==> src/rtl/ssd_scan_controller.sv <==
// ssd_scan_controller: multiplexed seven-segment scanner with staged display
// updates committed at frame boundaries, leading-zero suppression and PWM dimming.
module ssd_scan_controller #(
    parameter int N_DIGITS   = 8,
    parameter int PRESCALE_W = 17,
    parameter int PWM_W      = 4
) (
    input  logic                  board_clk,
    input  logic                  Reset,
    input  logic [4*N_DIGITS-1:0] value,
    input  logic [N_DIGITS-1:0]   dp,
    input  logic [N_DIGITS-1:0]   blank,
    input  logic                  lz_suppress,
    input  logic [PWM_W-1:0]      brightness,
    input  logic                  load,
    output logic                  load_ack,
    output logic                  frame_start,
    output logic [N_DIGITS-1:0]   an,
    output logic [7:0]            cathodes
);
    localparam int IW = $clog2(N_DIGITS);

    logic [PRESCALE_W-1:0] presc_q, presc_d;
    logic [IW-1:0]         idx_q, idx_d;
    logic                  pend_q, pend_d;
    logic [4*N_DIGITS-1:0] stg_val_q, stg_val_d, act_val_q, act_val_d;
    logic [N_DIGITS-1:0]   stg_dp_q, stg_dp_d, act_dp_q, act_dp_d;
    logic [N_DIGITS-1:0]   stg_blank_q, stg_blank_d, act_blank_q, act_blank_d;
    logic                  load_ack_q, load_ack_d, frame_start_q, frame_start_d;
    logic [N_DIGITS-1:0]   an_q, an_d;
    logic [7:0]            cath_q, cath_d;

    logic                  tick, boundary, commit;
    logic [3:0]            nib;
    logic                  cur_dp, cur_blank, cur_sup, zero_run, enabled, dark;
    logic [PWM_W-1:0]      phase;

    // Active-low {a,b,c,d,e,f,g}
    function automatic logic [6:0] seg7(input logic [3:0] h);
        case (h)
            4'h0: seg7 = 7'b0000001;
            4'h1: seg7 = 7'b1001111;
            4'h2: seg7 = 7'b0010010;
            4'h3: seg7 = 7'b0000110;
            4'h4: seg7 = 7'b1001100;
            4'h5: seg7 = 7'b0100100;
            4'h6: seg7 = 7'b0100000;
            4'h7: seg7 = 7'b0001111;
            4'h8: seg7 = 7'b0000000;
            4'h9: seg7 = 7'b0000100;
            4'hA: seg7 = 7'b0001000;
            4'hB: seg7 = 7'b1100000;
            4'hC: seg7 = 7'b0110001;
            4'hD: seg7 = 7'b1000010;
            4'hE: seg7 = 7'b0110000;
            default: seg7 = 7'b0111000;
        endcase
    endfunction

    always_ff @(posedge board_clk or posedge Reset) begin
        if (Reset) begin
            presc_q       <= '0;
            idx_q         <= '0;
            pend_q        <= 1'b0;
            stg_val_q     <= '0;
            stg_dp_q      <= '0;
            stg_blank_q   <= '1;
            act_val_q     <= '0;
            act_dp_q      <= '0;
            act_blank_q   <= '1;
            load_ack_q    <= 1'b0;
            frame_start_q <= 1'b0;
            an_q          <= '1;
            cath_q        <= 8'hFF;
        end else begin
            presc_q       <= presc_d;
            idx_q         <= idx_d;
            pend_q        <= pend_d;
            stg_val_q     <= stg_val_d;
            stg_dp_q      <= stg_dp_d;
            stg_blank_q   <= stg_blank_d;
            act_val_q     <= act_val_d;
            act_dp_q      <= act_dp_d;
            act_blank_q   <= act_blank_d;
            load_ack_q    <= load_ack_d;
            frame_start_q <= frame_start_d;
            an_q          <= an_d;
            cath_q        <= cath_d;
        end
    end

    // A load at a committing boundary lands in staging after the old staging moves out
    always_comb begin
        tick          = &presc_q;
        boundary      = tick && (idx_q == IW'(N_DIGITS - 1));
        commit        = boundary && pend_q;
        presc_d       = presc_q + PRESCALE_W'(1);
        idx_d         = !tick ? idx_q : (boundary ? '0 : idx_q + IW'(1));
        stg_val_d     = load ? value : stg_val_q;
        stg_dp_d      = load ? dp : stg_dp_q;
        stg_blank_d   = load ? blank : stg_blank_q;
        pend_d        = load || (pend_q && !commit);
        act_val_d     = commit ? stg_val_q : act_val_q;
        act_dp_d      = commit ? stg_dp_q : act_dp_q;
        act_blank_d   = commit ? stg_blank_q : act_blank_q;
        load_ack_d    = commit;
        frame_start_d = boundary;
    end

    always_comb begin
        nib       = 4'h0;
        cur_dp    = 1'b0;
        cur_blank = 1'b1;
        cur_sup   = 1'b0;
        zero_run  = 1'b1;
        for (int i = N_DIGITS - 1; i >= 0; i--) begin
            zero_run = zero_run && (act_val_q[4*i +: 4] == 4'h0);
            if (idx_q == IW'(i)) begin
                nib       = act_val_q[4*i +: 4];
                cur_dp    = act_dp_q[i];
                cur_blank = act_blank_q[i];
                cur_sup   = (i != 0) && zero_run && !act_dp_q[i];
            end
        end
        phase   = presc_q[PRESCALE_W-1 -: PWM_W];
        enabled = (&brightness) || (phase < brightness);
        dark    = !enabled || cur_blank || (lz_suppress && cur_sup);
        an_d    = dark ? '1 : ~(N_DIGITS'(1) << idx_q);
        cath_d  = dark ? 8'hFF : {seg7(nib), ~cur_dp};
    end

    assign load_ack    = load_ack_q;
    assign frame_start = frame_start_q;
    assign an          = an_q;
    assign cathodes    = cath_q;
endmodule

==> config.mk <==
export PLATFORM = sky130hd
export DESIGN_NAME = ssd_scan_controller
export DESIGN_NICKNAME = d
export VERILOG_FILES = /design/src/rtl/ssd_scan_controller.sv
export SDC_FILE = /design/constraint.sdc
export NUM_CORES = 1
export LEC_CHECK = 0
export CORE_MARGIN = 3
export CORE_UTILIZATION = 50
export DETAILED_ROUTE_END_ITERATION = 8
export HOLD_SLACK_MARGIN = 0.12
export PLACE_DENSITY = 0.73
export SLEW_MARGIN = 20
export SYNTH_ARGS = -nofsm -noshare
export SYNTH_HDL_FRONTEND = slang
export SYNTH_SLANG_ARGS = --single-unit
export TNS_END_PERCENT = 100
==> constraint.sdc <==
create_clock -name board_clk -period 4.2 [get_ports board_clk]
set_input_delay 0.63 -clock board_clk [delete_from_list [all_inputs] [get_ports board_clk]]
set_output_delay 0.63 -clock board_clk [all_outputs]
set_load 0.01 [all_outputs]
# Word-level counts from Yosys, hierarchy flattened
# Memories as Yosys holds them, arrays and structs flattened.
# Cells that the tools add are included.
# W data, S select, Z words.
dict set report word_totals {
  mem_bits_ro 112
  input_bits 56
  ff_bits 135
  memories 1
  out_inout_bits 18
  elab_cells 102
}
dict set report classes {
  n_eq_ne 7
  order_cmp 1
  muxes 35
  shift 1
  n_addsub 2
  bitwise_logic 2
  reduce_logical 40
}
# memory words word_bits read_ports rd_ports_with_merged_regs write_ports line_no
set mem_list {}
lappend mem_list {{(name not given)} 16 7 1 0 0 40} ;# case (h)
# op count
set op_table {}
lappend op_table {{$mux W4} 8}
lappend op_table {{$logic_not A4 Y1} 7}
lappend op_table {{$mux W1} 24}
lappend op_table {{$add A17 B1 Y17 const B} 1}
lappend op_table {{$logic_and A1 B1 Y1} 17}
lappend op_table {{$reduce_and A17 Y1} 1}
lappend op_table {{$mux W8} 2}
lappend op_table {{$eq A3 B3 Y1 const B} 4}
lappend op_table {{$logic_not A1 Y1} 9}
lappend op_table {{$not A8 Y8} 1}
lappend op_table {{$shl A1 B3 Y8 const A} 1}
lappend op_table {{$eq A3 B2 Y1 const B} 2}
lappend op_table {{$logic_or A1 B1 Y1} 4}
lappend op_table {{$lt A4 B4 Y1} 1}
lappend op_table {{$reduce_and A4 Y1} 1}
lappend op_table {{$add A3 B1 Y3 const B} 1}
lappend op_table {{$eq A3 B1 Y1 const B} 1}
lappend op_table {{$logic_not A3 Y1} 1}
lappend op_table {{$mux W3} 1}
lappend op_table {{$not A1 Y1} 1}

# Depth between registers and ports, before layout
dict set report logic_depth {
  depth_word 13
  mapped_depth 14
  mapped_depth_nobuf 11
}

# Least setup slack after synthesis
# No wires, ideal clock.
dict set report synth_path {
  path_type {register to register}
  from {reg idx_q[2]}
  to {reg cath_q[7] (netlist: cathodes[7])}
  setup_time_ns 0.092
  path_slack_ns 1.566
  required_ns 4.108
  n_path_buf 3
  path_stages_with_launch 15
  period_less_slack_ns 2.634
  arrival_ns 2.542
  path_cell_list {dfrtp_1 -> buf_2 -> buf_2 -> inv_1 -> ha_1 -> buf_6 -> inv_1 -> nor2_1 -> a311oi_1 -> o221ai_1 -> inv_1 -> ha_1 -> nor3_1 -> a22o_1 -> a32oi_1}
}
dict set report synth_via {
  elab_chain_len 12
  elab_cells_between_ends 37
  cone_classes {eq/ne: 7; mux: 25; reduce/logical: 4; memory: 1}
}
# element line_no
set synth_rtl {}
lappend synth_rtl {{start, declared} 24} ;# logic [IW-1:0] idx_q, idx_d;
lappend synth_rtl {{start signal, assigned} 77} ;# idx_q <= idx_d;
lappend synth_rtl {{branches (longest 11 deep; another with $mem_v2 Z16 W7)} n/a}
lappend synth_rtl {{$mux W8 (*)} 129} ;# cath_d = dark ? 8'hFF : {seg7(nib), ~cur_dp};
lappend synth_rtl {{via cath_d[7]} 31} ;# logic [7:0] cath_q, cath_d;
lappend synth_rtl {{end signal, assigned} 88} ;# cath_q <= cath_d;
lappend synth_rtl {{end, declared} 31}
# Mark *: on every way through the listed nets, which the timed path passes.
# A chain may end at the register's enable or synchronous reset.

# Final worst setup path
dict set report layout_path {
  from {reg idx_q[1]}
  to {reg cath_q[7] (netlist: cathodes[7])}
}
# Same word-level chain as after synthesis.

==> flow_summary.yaml <==
worst_setup_path:
  cp.required_ns: 4.54
  cp_max_fo: 25
  setup.worst_path.start_class: "flip-flop"
  worstSetupPathType: "reg2reg"
  cp_slowest_cell: "ha_1"
  cp-end-kind: "flip-flop"
  cp_slowest_stage_delay_ns: 0.75
  crit_chain: "inv_1 > ha_1 > o21ai_0 > a311oi_1 > o221ai_1 > inv_1 > ha_1 > nor3_1 > a22o_1 > a32oi_1"
  worst_ep_arrival_time_ns: 3.61
logic_synthesis:
  synthFlopType: "dfrtp_1"
  synth_top_cell_by_area: "dfrtp_1"
  ys_warn_count: 0
  synth_area_leaders: "dfrtp_1 41%, mux2_2 18%, dfstp_2 13%"
  syn_nets: 571
  netlist.area_leader.share_pct: 41.3
  ys_top_cells_by_count: "103 x dfrtp_1, 97 x mux2_2, 32 x dfstp_2, 24 x nand2_1, 21 x inv_1"
  synth_edf_count: 0
  synthArstFlopShare_pct: 100
  netlist_area_um2: 6240
  yosys.cell_types.count: 57
  yosysMostFrequentCell: "dfrtp_1"
  ys_seq_area_share_pct: 54.8
  syn_area_per_cell_um2: 12.5
  ys_seq_elements: 135
  postSynthCellCount: 498
timing:
  final.period_utilization_pct: 77.9
  skew_ns: 0.00920
  rsz0062_at_grt: "no"
  slew_viol_final: 0
  worstMarginPinSlew_ns: 0.899
  final_hold_viol_count: 0
  setup_viol: 0
  fin_crit_ns: 3.27
  slew_headroom_pct: 40.1
  max_freq_mhz: 306
  fin_tns_setup_ns: 0
  worst_slack_ns: 0.930
placed_design:
  io_buffers: 73
  dpl_cell_area_um2: 7060
  post-place-ws_ns: 0.782
  dpl.hpwl_um: 8750
  gp_congestion: 0.902
finish:
  finalNetCount: 639
  stdcell_area_um2: 7710
  drive_gt1_share_pct: 29.5
  diodes: 0
  area_growth_pct: 23.7
  post-route-util_pct: 63.7
clock_tree:
  clock-sinks: 135
  cts-hold-fix-buffers: 0
  cts_tree: "done"
  clkTransAtPathRegs_ns: 0.06
  numCtsBuffers: 17
  cts_setup_buffers: 0
  clk_path_buf_depth: 2
  cts-root-buf: "clkbuf_16"
  cts_max_level: 4
  post_cts_resized: 0
  clock_latency_ns: 0.43
grt:
  grt_use_total_pct: 19.3
  grt_pass1_vias: 4189
  grt_max_degree: 78
  grt_first_pass_wirelength_um: 21400
  antenna_found_initial: 0
  grt_overflow: 0
route:
  vias_per_cell: 5.47
  drc: 0
  drt_iter0_drc: 294
  wl_um: 12500
  postRouteAntennaNets: 0
  wl_per_cell_um: 16.8
  first_pass_iters: 4
  vias: 4085
floorplan:
  fp.dieW_um: 118
  dieArea_um2: 13800
  die_h_um: 118
  ios: 74
  coreArea_um2: 12100
  fp-row-count: 40
  start_util_pct: 51.5
run:
  cap_violations: 0
power:
  power.density_nw_per_um2: 404
  ir_worst_vdd_v: 0.000420
  power_leakage_nw: 3.46
status:
  status: "finished clean"
hold_path:
  worstHoldPathType: "reg2reg"
per-stage QoR:
stage,total power [mW],hold slack [ns],instances
after floorplan,1.47,0.445,498
after global placement,1.55,0.462,715
after detailed placement,1.56,0.464,715
after CTS,3.16,0.478,747
after global routing,3.24,0.492,747
final,3.12,0.474,747
where the power goes:
group / internal, mW / leakage, nW / total, mW / switching [mW]
clock: 1.04 / 0.303 / 1.59 / 0.545
sequential: 1.36 / 1.66 / 1.38 / 0.0250
combinational: 0.0926 / 1.50 / 0.149 / 0.0560
total: 2.49 / 3.46 / 3.12 / 0.626
cell type report:
cell class                      count  area [µm²]
Clock buffer                       22         474
Clock inverter                     10         169
Fill cell                         958        4400
Inverter                           21        81.3
Multi-Input combinational cell    315        2600
Sequential cell                   135        3420
Tap cell                          168         210
Timing Repair Buffer               76         763
flip-flops by register name (all words and copies together) (netlist names):
name / count
stg_val_q: 32
stg_dp_q: 8
load_ack: 1
presc_q: 17
act_dp_q: 8
act_blank_q: 8
an: 8
pend_q: 1
stg_blank_q: 8
cathodes: 8
idx_q: 3
frame_start: 1
act_val_q: 32
path summary, 6_finish.rpt:
kind	endpoint	cells after the start	from	slack, ns
max in group asynchronous	act_blank_q[1]	3	Reset	2.66
min in group asynchronous	stg_val_q[5]	2	Reset	0.68
max reg2reg	cathodes[7]	10	idx_q[1]	0.93
min	presc_q[4]	1	presc_q[4]	0.47
min reg2reg	presc_q[4]	1	presc_q[4]	0.47
max	cathodes[7]	10	idx_q[1]	0.93
cells by family after synthesis:
group                    count (synthesis)  synth area share [%]
XOR/XNOR                                15                  2.11
AND/OR/NAND/NOR                        119                  10.5
AO/OA/AOI/OAI                           63                  7.42
multiplexers                           101                  18.2
adder cells (fa/ha/maj)                 17                  3.41
buffers and inverters                   48                  3.63
flip-flops                             135                  54.8
cells in the final DEF (no fill, tap or decap), types with 4 or more instances in the layout:
cell type / netlist / final
xnor2_1: 12 / 12
dfstp_2: 32 / 32
clkbuf_16: 0 / 17
o22ai_1: 4 / 4
a21oi_1: 14 / 14
nor3b_1: 4 / 4
mux2_2: 97 / 97
ha_1: 17 / 17
nor2_1: 17 / 17
nand2_1: 24 / 23
o211ai_1: 6 / 6
inv_1: 21 / 20
nand3_1: 16 / 16
clkdlybuf4s50_1: 0 / 72
mux2i_1: 4 / 4
a21o_1: 4 / 4
a31oi_1: 4 / 4
bufinv_16: 0 / 4
nor3_1: 10 / 10
nor2b_1: 9 / 9
nand4_1: 8 / 8
dfrtp_1: 103 / 103
nand2b_1: 7 / 7
o21ai_0: 9 / 9
nor4_1: 4 / 4
per-layer routing:
layer	up-vias	global-route usage, %	share of wire (%)
li1	1922	-	-
met1	2038	25.5	45
met2	102	29.7	47
met3	23	6.44	5.5
met4	0	7.33	2.1
met5	-	0	0
worst max-delay path, delay by kind of cell, from the launching register on:
family,cells,cell delay [ns]
compound gates,5,1.41
fa+ha+maj,2,0.99
simple gates,1,0.08
buf+inv,2,0.29
flops,1,0.40
Power figures use the tool's default switching activity.
